## src/rtl/conv_accum.sv

```systemverilog
// Window accumulator: sums NTAPS products, scales and saturates the sum, and hands the pixel out on valid/ready.
// Optional per-window bias input is enabled by defining CONV_ACCUM_BIAS_EN.
module conv_accum #(
   parameter int NTAPS = 9,
   parameter int ACC_W = 12,
   parameter int OUT_W = 8,
   parameter int SHIFT = 0
) (
   input  logic             clk,
   input  logic             rst,
   input  logic             start,
   input  logic             prod_valid,
   input  logic [7:0]       product,
`ifdef CONV_ACCUM_BIAS_EN
   input  logic [7:0]       bias,
`endif
   input  logic             out_ready,
   output logic             out_valid,
   output logic [OUT_W-1:0] out_data,
   output logic             out_sat,
   output logic             busy
);

   typedef enum logic [1:0] {S_IDLE, S_ACCUM, S_HOLD} state_t;

   localparam int SW = ACC_W + 1;
   localparam int CW = ((ACC_W > OUT_W) ? ACC_W : OUT_W) + 1;
   localparam logic [7:0]       LAST_CNT    = 8'(NTAPS - 1);
   localparam logic [ACC_W-1:0] ACC_MAX     = {ACC_W{1'b1}};
   localparam logic [OUT_W-1:0] OUT_MAX     = {OUT_W{1'b1}};
   localparam logic [CW-1:0]    OUT_MAX_EXT = CW'(OUT_MAX);

   state_t             state_q, state_d;
   logic [ACC_W-1:0]   acc_q, acc_d;
   logic [7:0]         cnt_q, cnt_d;
   logic               sat_q, sat_d;
   logic               out_valid_q, out_valid_d;
   logic [OUT_W-1:0]   out_data_q, out_data_d;
   logic               out_sat_q, out_sat_d;

   logic [SW-1:0]      sum;
   logic [ACC_W-1:0]   acc_add;
   logic               sat_add;
   logic [ACC_W-1:0]   shifted;
   logic [CW-1:0]      shifted_ext;
   logic               clamp;
   logic [ACC_W-1:0]   acc_init;

`ifdef CONV_ACCUM_BIAS_EN
   assign acc_init = ACC_W'(bias);
`else
   assign acc_init = '0;
`endif

   // One extra bit catches the carry out so the accumulator can stick at full scale.
   assign sum         = {1'b0, acc_q} + SW'(product);
   assign acc_add     = sum[ACC_W] ? ACC_MAX : sum[ACC_W-1:0];
   assign sat_add     = sat_q | sum[ACC_W];
   assign shifted     = acc_add >> SHIFT;
   assign shifted_ext = CW'(shifted);
   assign clamp       = (shifted_ext > OUT_MAX_EXT);

   always_comb begin
      state_d     = state_q;
      acc_d       = acc_q;
      cnt_d       = cnt_q;
      sat_d       = sat_q;
      out_valid_d = out_valid_q;
      out_data_d  = out_data_q;
      out_sat_d   = out_sat_q;
      case (state_q)
         S_IDLE: begin
            if (start) begin
               acc_d   = acc_init;
               cnt_d   = '0;
               sat_d   = 1'b0;
               state_d = S_ACCUM;
            end
         end
         S_ACCUM: begin
            // A restart wins over a product presented in the same cycle.
            if (start) begin
               acc_d = acc_init;
               cnt_d = '0;
               sat_d = 1'b0;
            end else if (prod_valid) begin
               acc_d = acc_add;
               sat_d = sat_add;
               cnt_d = cnt_q + 8'd1;
               if (cnt_q == LAST_CNT) begin
                  state_d     = S_HOLD;
                  out_valid_d = 1'b1;
                  out_data_d  = clamp ? OUT_MAX : shifted_ext[OUT_W-1:0];
                  out_sat_d   = sat_add | clamp;
               end
            end
         end
         S_HOLD: begin
            if (out_ready) begin
               out_valid_d = 1'b0;
               if (start) begin
                  acc_d   = acc_init;
                  cnt_d   = '0;
                  sat_d   = 1'b0;
                  state_d = S_ACCUM;
               end else begin
                  state_d = S_IDLE;
               end
            end
         end
         default: state_d = S_IDLE;
      endcase
   end

   always_ff @(posedge clk or negedge rst) begin
      if (!rst) begin
         state_q     <= S_IDLE;
         acc_q       <= '0;
         cnt_q       <= '0;
         sat_q       <= 1'b0;
         out_valid_q <= 1'b0;
         out_data_q  <= '0;
         out_sat_q   <= 1'b0;
      end else begin
         state_q     <= state_d;
         acc_q       <= acc_d;
         cnt_q       <= cnt_d;
         sat_q       <= sat_d;
         out_valid_q <= out_valid_d;
         out_data_q  <= out_data_d;
         out_sat_q   <= out_sat_d;
      end
   end

   assign out_valid = out_valid_q;
   assign out_data  = out_data_q;
   assign out_sat   = out_sat_q;
   assign busy      = (state_q != S_IDLE);

endmodule

```

## config.mk

```make
export PLATFORM = sky130hd
export DESIGN_NAME = conv_accum
export DESIGN_NICKNAME = d
export VERILOG_FILES = /design/src/rtl/conv_accum.sv
export SDC_FILE = /design/constraint.sdc
export NUM_CORES = 1
export LEC_CHECK = 0
export CORE_MARGIN = 8
export CORE_UTILIZATION = 35
export DETAILED_ROUTE_END_ITERATION = 7
export PLACE_DENSITY = 0.6
export REMOVE_ABC_BUFFERS = 1
export SLEW_MARGIN = 20
export SYNTH_ARGS = -nofsm -noshare
export SYNTH_HDL_FRONTEND = slang
export SYNTH_SLANG_ARGS = --single-unit
export TNS_END_PERCENT = 20
```

## constraint.sdc

```tcl
create_clock -name clk -period 2.92 [get_ports clk]
set_input_delay 0.73 -clock clk [delete_from_list [all_inputs] [get_ports clk]]
set_output_delay 0.73 -clock clk [all_outputs]
set_load 0.01 [all_outputs]
```

Yosys cells after proc, flatten, opt, wreduce, memory -nomap -nowiden. Cells that the tools add are included. Widths: inputs -> output; s select.

Bitwise gates (word level): 3. Order comparisons: 1. Eq/ne operators: 9. Multiplexer cells: 29. Reductions and logical operators: 8. $add $sub $neg: 2.

Operators by type and width (count): $mux 12 (5); $mux 8 (5); $pmux 12 s3 (1); $pmux 8 s3 (1); $add 12x8->13 (1); $gt 12x8->1 const B (1); $mux 2 (5); $ne 2x2->1 const B (5); $reduce_and 5->1 (2); $mux 1 (9); $add 8x1->8 const B (1); $eq 8x4->1 const B (1); $pmux 2 s3 (1); $reduce_and 4->1 (1); $reduce_bool 2->1 (2); $ne 3x3->1 const B (1); $pmux 1 s3 (1); $reduce_and 3->1 (1); $reduce_bool 3->1 (1); $eq 2x1->1 const B (1); $eq 2x2->1 const B (1); $logic_not 2->1 (1); $or 1x1->1 (2); $pmux 1 s2 (1); $not 1->1 (1).

Logic and storage cells: 59. Output and inout bits: 11. Bits of input ports: 13. Bits in registers: 33.

Longest topological paths before layout.
Word-level depth: 5. Depth in mapped cells: 8. Depth with buffers taken out: 7.

Worst setup path before layout. OpenSTA, ideal clock, no wires.

Path kind: input to register. Start point: input product[0]. End point: register out_data_q[0] (netlist: out_data[0]). Path buffers: 0. Required time: 2.782 ns. Path slack: 0.344 ns. Data arrival time: 2.437 ns. Stages: 7. Library setup time: 0.138 ns. Cells stage by stage: ha_1 -> fa_1 -> a211oi_1 -> o211a_1 -> o21ai_0 -> a21boi_4 -> a31oi_1.

Cells in the longest elaborated chain, start to end: 4.

RTL lines: start, declared (RTL line 13) `input logic [7:0] product,`; $add 12x8->13 (*) (RTL line 56) `assign sum = {1'b0, acc_q} + SW'(product);`; $mux 12 (*) (RTL line 57) `assign acc_add = sum[ACC_W] ? ACC_MAX : sum[ACC_W-1:0];`; $gt 12x8->1 (RTL line 61) `assign clamp = (shifted_ext > OUT_MAX_EXT);`; $mux 8 (*) (RTL line 93) `out_data_d = clamp ? OUT_MAX : shifted_ext[OUT_W-1:0];`; end signal, assigned (RTL line 130) `out_data_q <= out_data_d;`; end, declared (RTL line 38) `logic [OUT_W-1:0] out_data_q, out_data_d;`.

Every way passes the cells marked *; elsewhere a longest branch is shown, timed or not. A chain may end at the register's enable or synchronous reset.

Worst setup path after layout.
Start point: input product[0]. End point: register out_data_q[5] (netlist: out_data[5]).

Same word-level chain as after synthesis.

==> results by group <==
Placed design
  • Dpl hpwl: ~3500 µm
  • GPL Wtd Cong: 0.821
  • Placed Area: about 2400 µm²
  • IO buf count: 23

Floorplanning
  • Starting Density: 36.2%
  • Die Wd: 91.5 µm
  • Die height: 91.5 µm
  • DIE AREA: roughly 8400 µm²
  • Io pins: 24
  • Core box area: 5510 µm²
  • FP Rows: 27

Setup path
  • Worst Setup Path Type: primary input to flop
  • Arr. time, crit path: 2.87 ns
  • Required @ worst endpoint: 3.08 ns
  • Worst setup EP type: flop
  • CP Launch Type: primary input
  • Largest fanout on the critical path: 9

Synthesis
  • Synth area leaders: dfrtp_1 41%, ha_1 6.3%, nor2_1 5.5%, nand2_1 4.5%, o21ai_0 4.0%
  • Synthesized cell area: around 2000 µm²
  • Sequential cell area fraction in the yosys report: 41.4%
  • Distinct cells, synth: 46
  • Post-synth top area share: between 40% and 50%
  • Synth Area per Inst: 9.19 µm²
  • Seq cells post-synth: 33
  • YS warnings: 0
  • Commonest cells in the netlist: 33 x dfrtp_1, 29 x nor2_1, 24 x nand2_1, 16 x o21ai_0, 14 x a21oi_1
  • Top FF cell, synth: dfrtp_1
  • Cells after synthesis: 217
  • Dominant cell type by area after synthesis: dfrtp_1
  • Async S/R FF share, synth: 100%
  • Most common cell in the netlist: dfrtp_1
  • Post-synth EDFFs: 0

Timing
  • Worst clock skew: ~0.0067 ns
  • RSZ-0062 raised after global routing: no
  • Fmax: 0.370 GHz
  • Worst-Margin Slew: 0.438 ns
  • Max_slew headroom: 70.8%
  • Setup violations, final: 0
  • Period utilization: 92.5%
  • Max-slew violations: 0
  • Final min period: around 2.7 ns
  • Setup TNS: 0 ns
  • Hold slack: approximately 0.49 ns
  • Final hold violations: 0

Global route
  • GRT overflow: 0
  • Vias in the first global route: ~1800
  • Antenna violations before repair: 0
  • Largest net degree at the start of global routing: 34
  • Tot GR Track Use: about an eighth
  • First-pass GRT wire length: 8380 µm

Status
  • Status: finished, final reports clean

Route
  • Post-route ant nets: 0
  • DRC: 0
  • Vias: 1691
  • Routed WL: around 4700 µm
  • Vias per std cell: 5.16
  • DR iter-0 viols: 84
  • Drt pass-1 iters: 4
  • DR WL/cell: 14.3 µm

Finish
  • Ant diodes: 0
  • Nets: 279
  • Final instance area: 2480 µm²
  • Filler cells: 537
  • Share of cells above drive strength 1: 13.3%
  • Area growth from synthesis to layout: 24.7%

Clock tree
  • Post-CTS resize count: 0
  • Setup bufs post-CTS: 0
  • Clock-pin slew on the worst setup and hold paths: about 0.070 ns
  • CTS tree: done
  • Clock tree sinks: 33
  • Clk_lat worst skew: 0.29 ns
  • Max Root-Sink Buffers: 2
  • Root Driver: clkbuf_8
  • Clock H-tree levels: 2
  • CTS Buf Count: 5
  • Hold buffers post-CTS: 0

Power
  • Leak pwr: 1.11 nW
  • Overall Power: 1.11 mW
  • Cell area power density: approximately 450 nW/µm²
  • Max VDD drop: 0.343 mV

Min path
  • Min-delay worst type: flop to flop

Job
  • Max_cap viols: 0
layout make-up:
cell class / instances / area [µm²] / share of cell area [%]
Sequential cell: 33 / 826 / 33.2
Clock inverter: 3 / 17.5 / 0.705
Timing Repair Buffer: 40 / 370 / 14.9
Inverter: 6 / 22.5 / 0.906
Tap cell: 72 / 90.1 / 3.63
Multi-Input combinational cell: 169 / 1090 / 43.9
Clock buffer: 5 / 68.8 / 2.77
flip-flops by register name (all words and copies together) (netlist names):
register,count
acc_q,12
cnt_q,8
out_data,8
state_q,2
out_sat,1
out_valid,1
sat_q,1
logic make-up after synthesis:
kind of cell | after synthesis | synth area share [%]
xor+xnor | 11 | 4.83
mux | 1 | 0.565
buf+inv | 15 | 3.89
simple gates | 83 | 21.2
flops | 33 | 41.4
compound gates | 63 | 20.8
fa+ha+maj | 11 | 7.28
metal layers:
layer | GRT usage, % | wire length [µm] | vias up
met5 | 0 | 0 | -
met4 | 5.46 | 83 | 0
met3 | 3.21 | 176 | 7
met2 | 18.8 | 2060 | 30
met1 | 15.6 | 2360 | 799
li1 | - | - | 855
cells in the final DEF, fill, tap and decap left out, types with 2 or more instances in the layout:
cell type,Yosys,routed
clkbuf_8,0,5
buf_4,1,16
ha_1,10,10
o21ai_0,16,16
a21o_1,4,4
xnor2_1,5,5
dfrtp_1,33,33
o211ai_1,4,4
nand2_1,24,24
xor2_1,6,6
a211oi_1,2,2
a31oi_1,10,10
clkinv_2,0,2
nand3_1,3,3
nand4_1,8,8
and2_1,4,4
nor3_1,3,3
a22o_1,2,2
nor2_1,29,29
clkdlybuf4s50_1,0,23
o21a_1,2,2
inv_1,6,6
a21oi_1,14,14
per-stage QoR:
step	utilization (%)	instances	worst slack, ns
CTS	45.1	328	0.212
global placement	43.6	320	-0.0412
finish	45.1	328	0.219
floorplan	-	208	0.344
detailed placement	43.6	320	-0.0955
global route	45.1	328	0.0484
critical path, cell delays in order:
cell and delay (ns):
clkdlybuf4s50_1 0.40, ha_1 0.22, fa_1 0.39, a211oi_1 0.32, o211a_1 0.19, o21ai_0 0.14
a21boi_4 0.32, a31oi_1 0.14
power breakdown:
part / switching, mW / internal (mW) / leakage, nW / total, mW
clock: 0.180 / 0.164 / 0.0439 / 0.344
sequential: 0.0154 / 0.474 / 0.449 / 0.490
combinational: 0.148 / 0.127 / 0.618 / 0.275
total: 0.343 / 0.766 / 1.11 / 1.11
worst paths after layout:
check	slack, ns	cells past startpoint	start	endpoint
max	0.22	8	product[0]	out_data[5]
min	0.49	2	acc_q[6]	acc_q[6]
max reg2reg	0.68	7	acc_q[0]	out_data[5]
min reg2reg	0.49	2	acc_q[6]	acc_q[6]
max in group asynchronous	1.76	2	rst	acc_q[11]
min in group asynchronous	0.85	2	rst	acc_q[0]
Power figures use the tool's default switching activity.
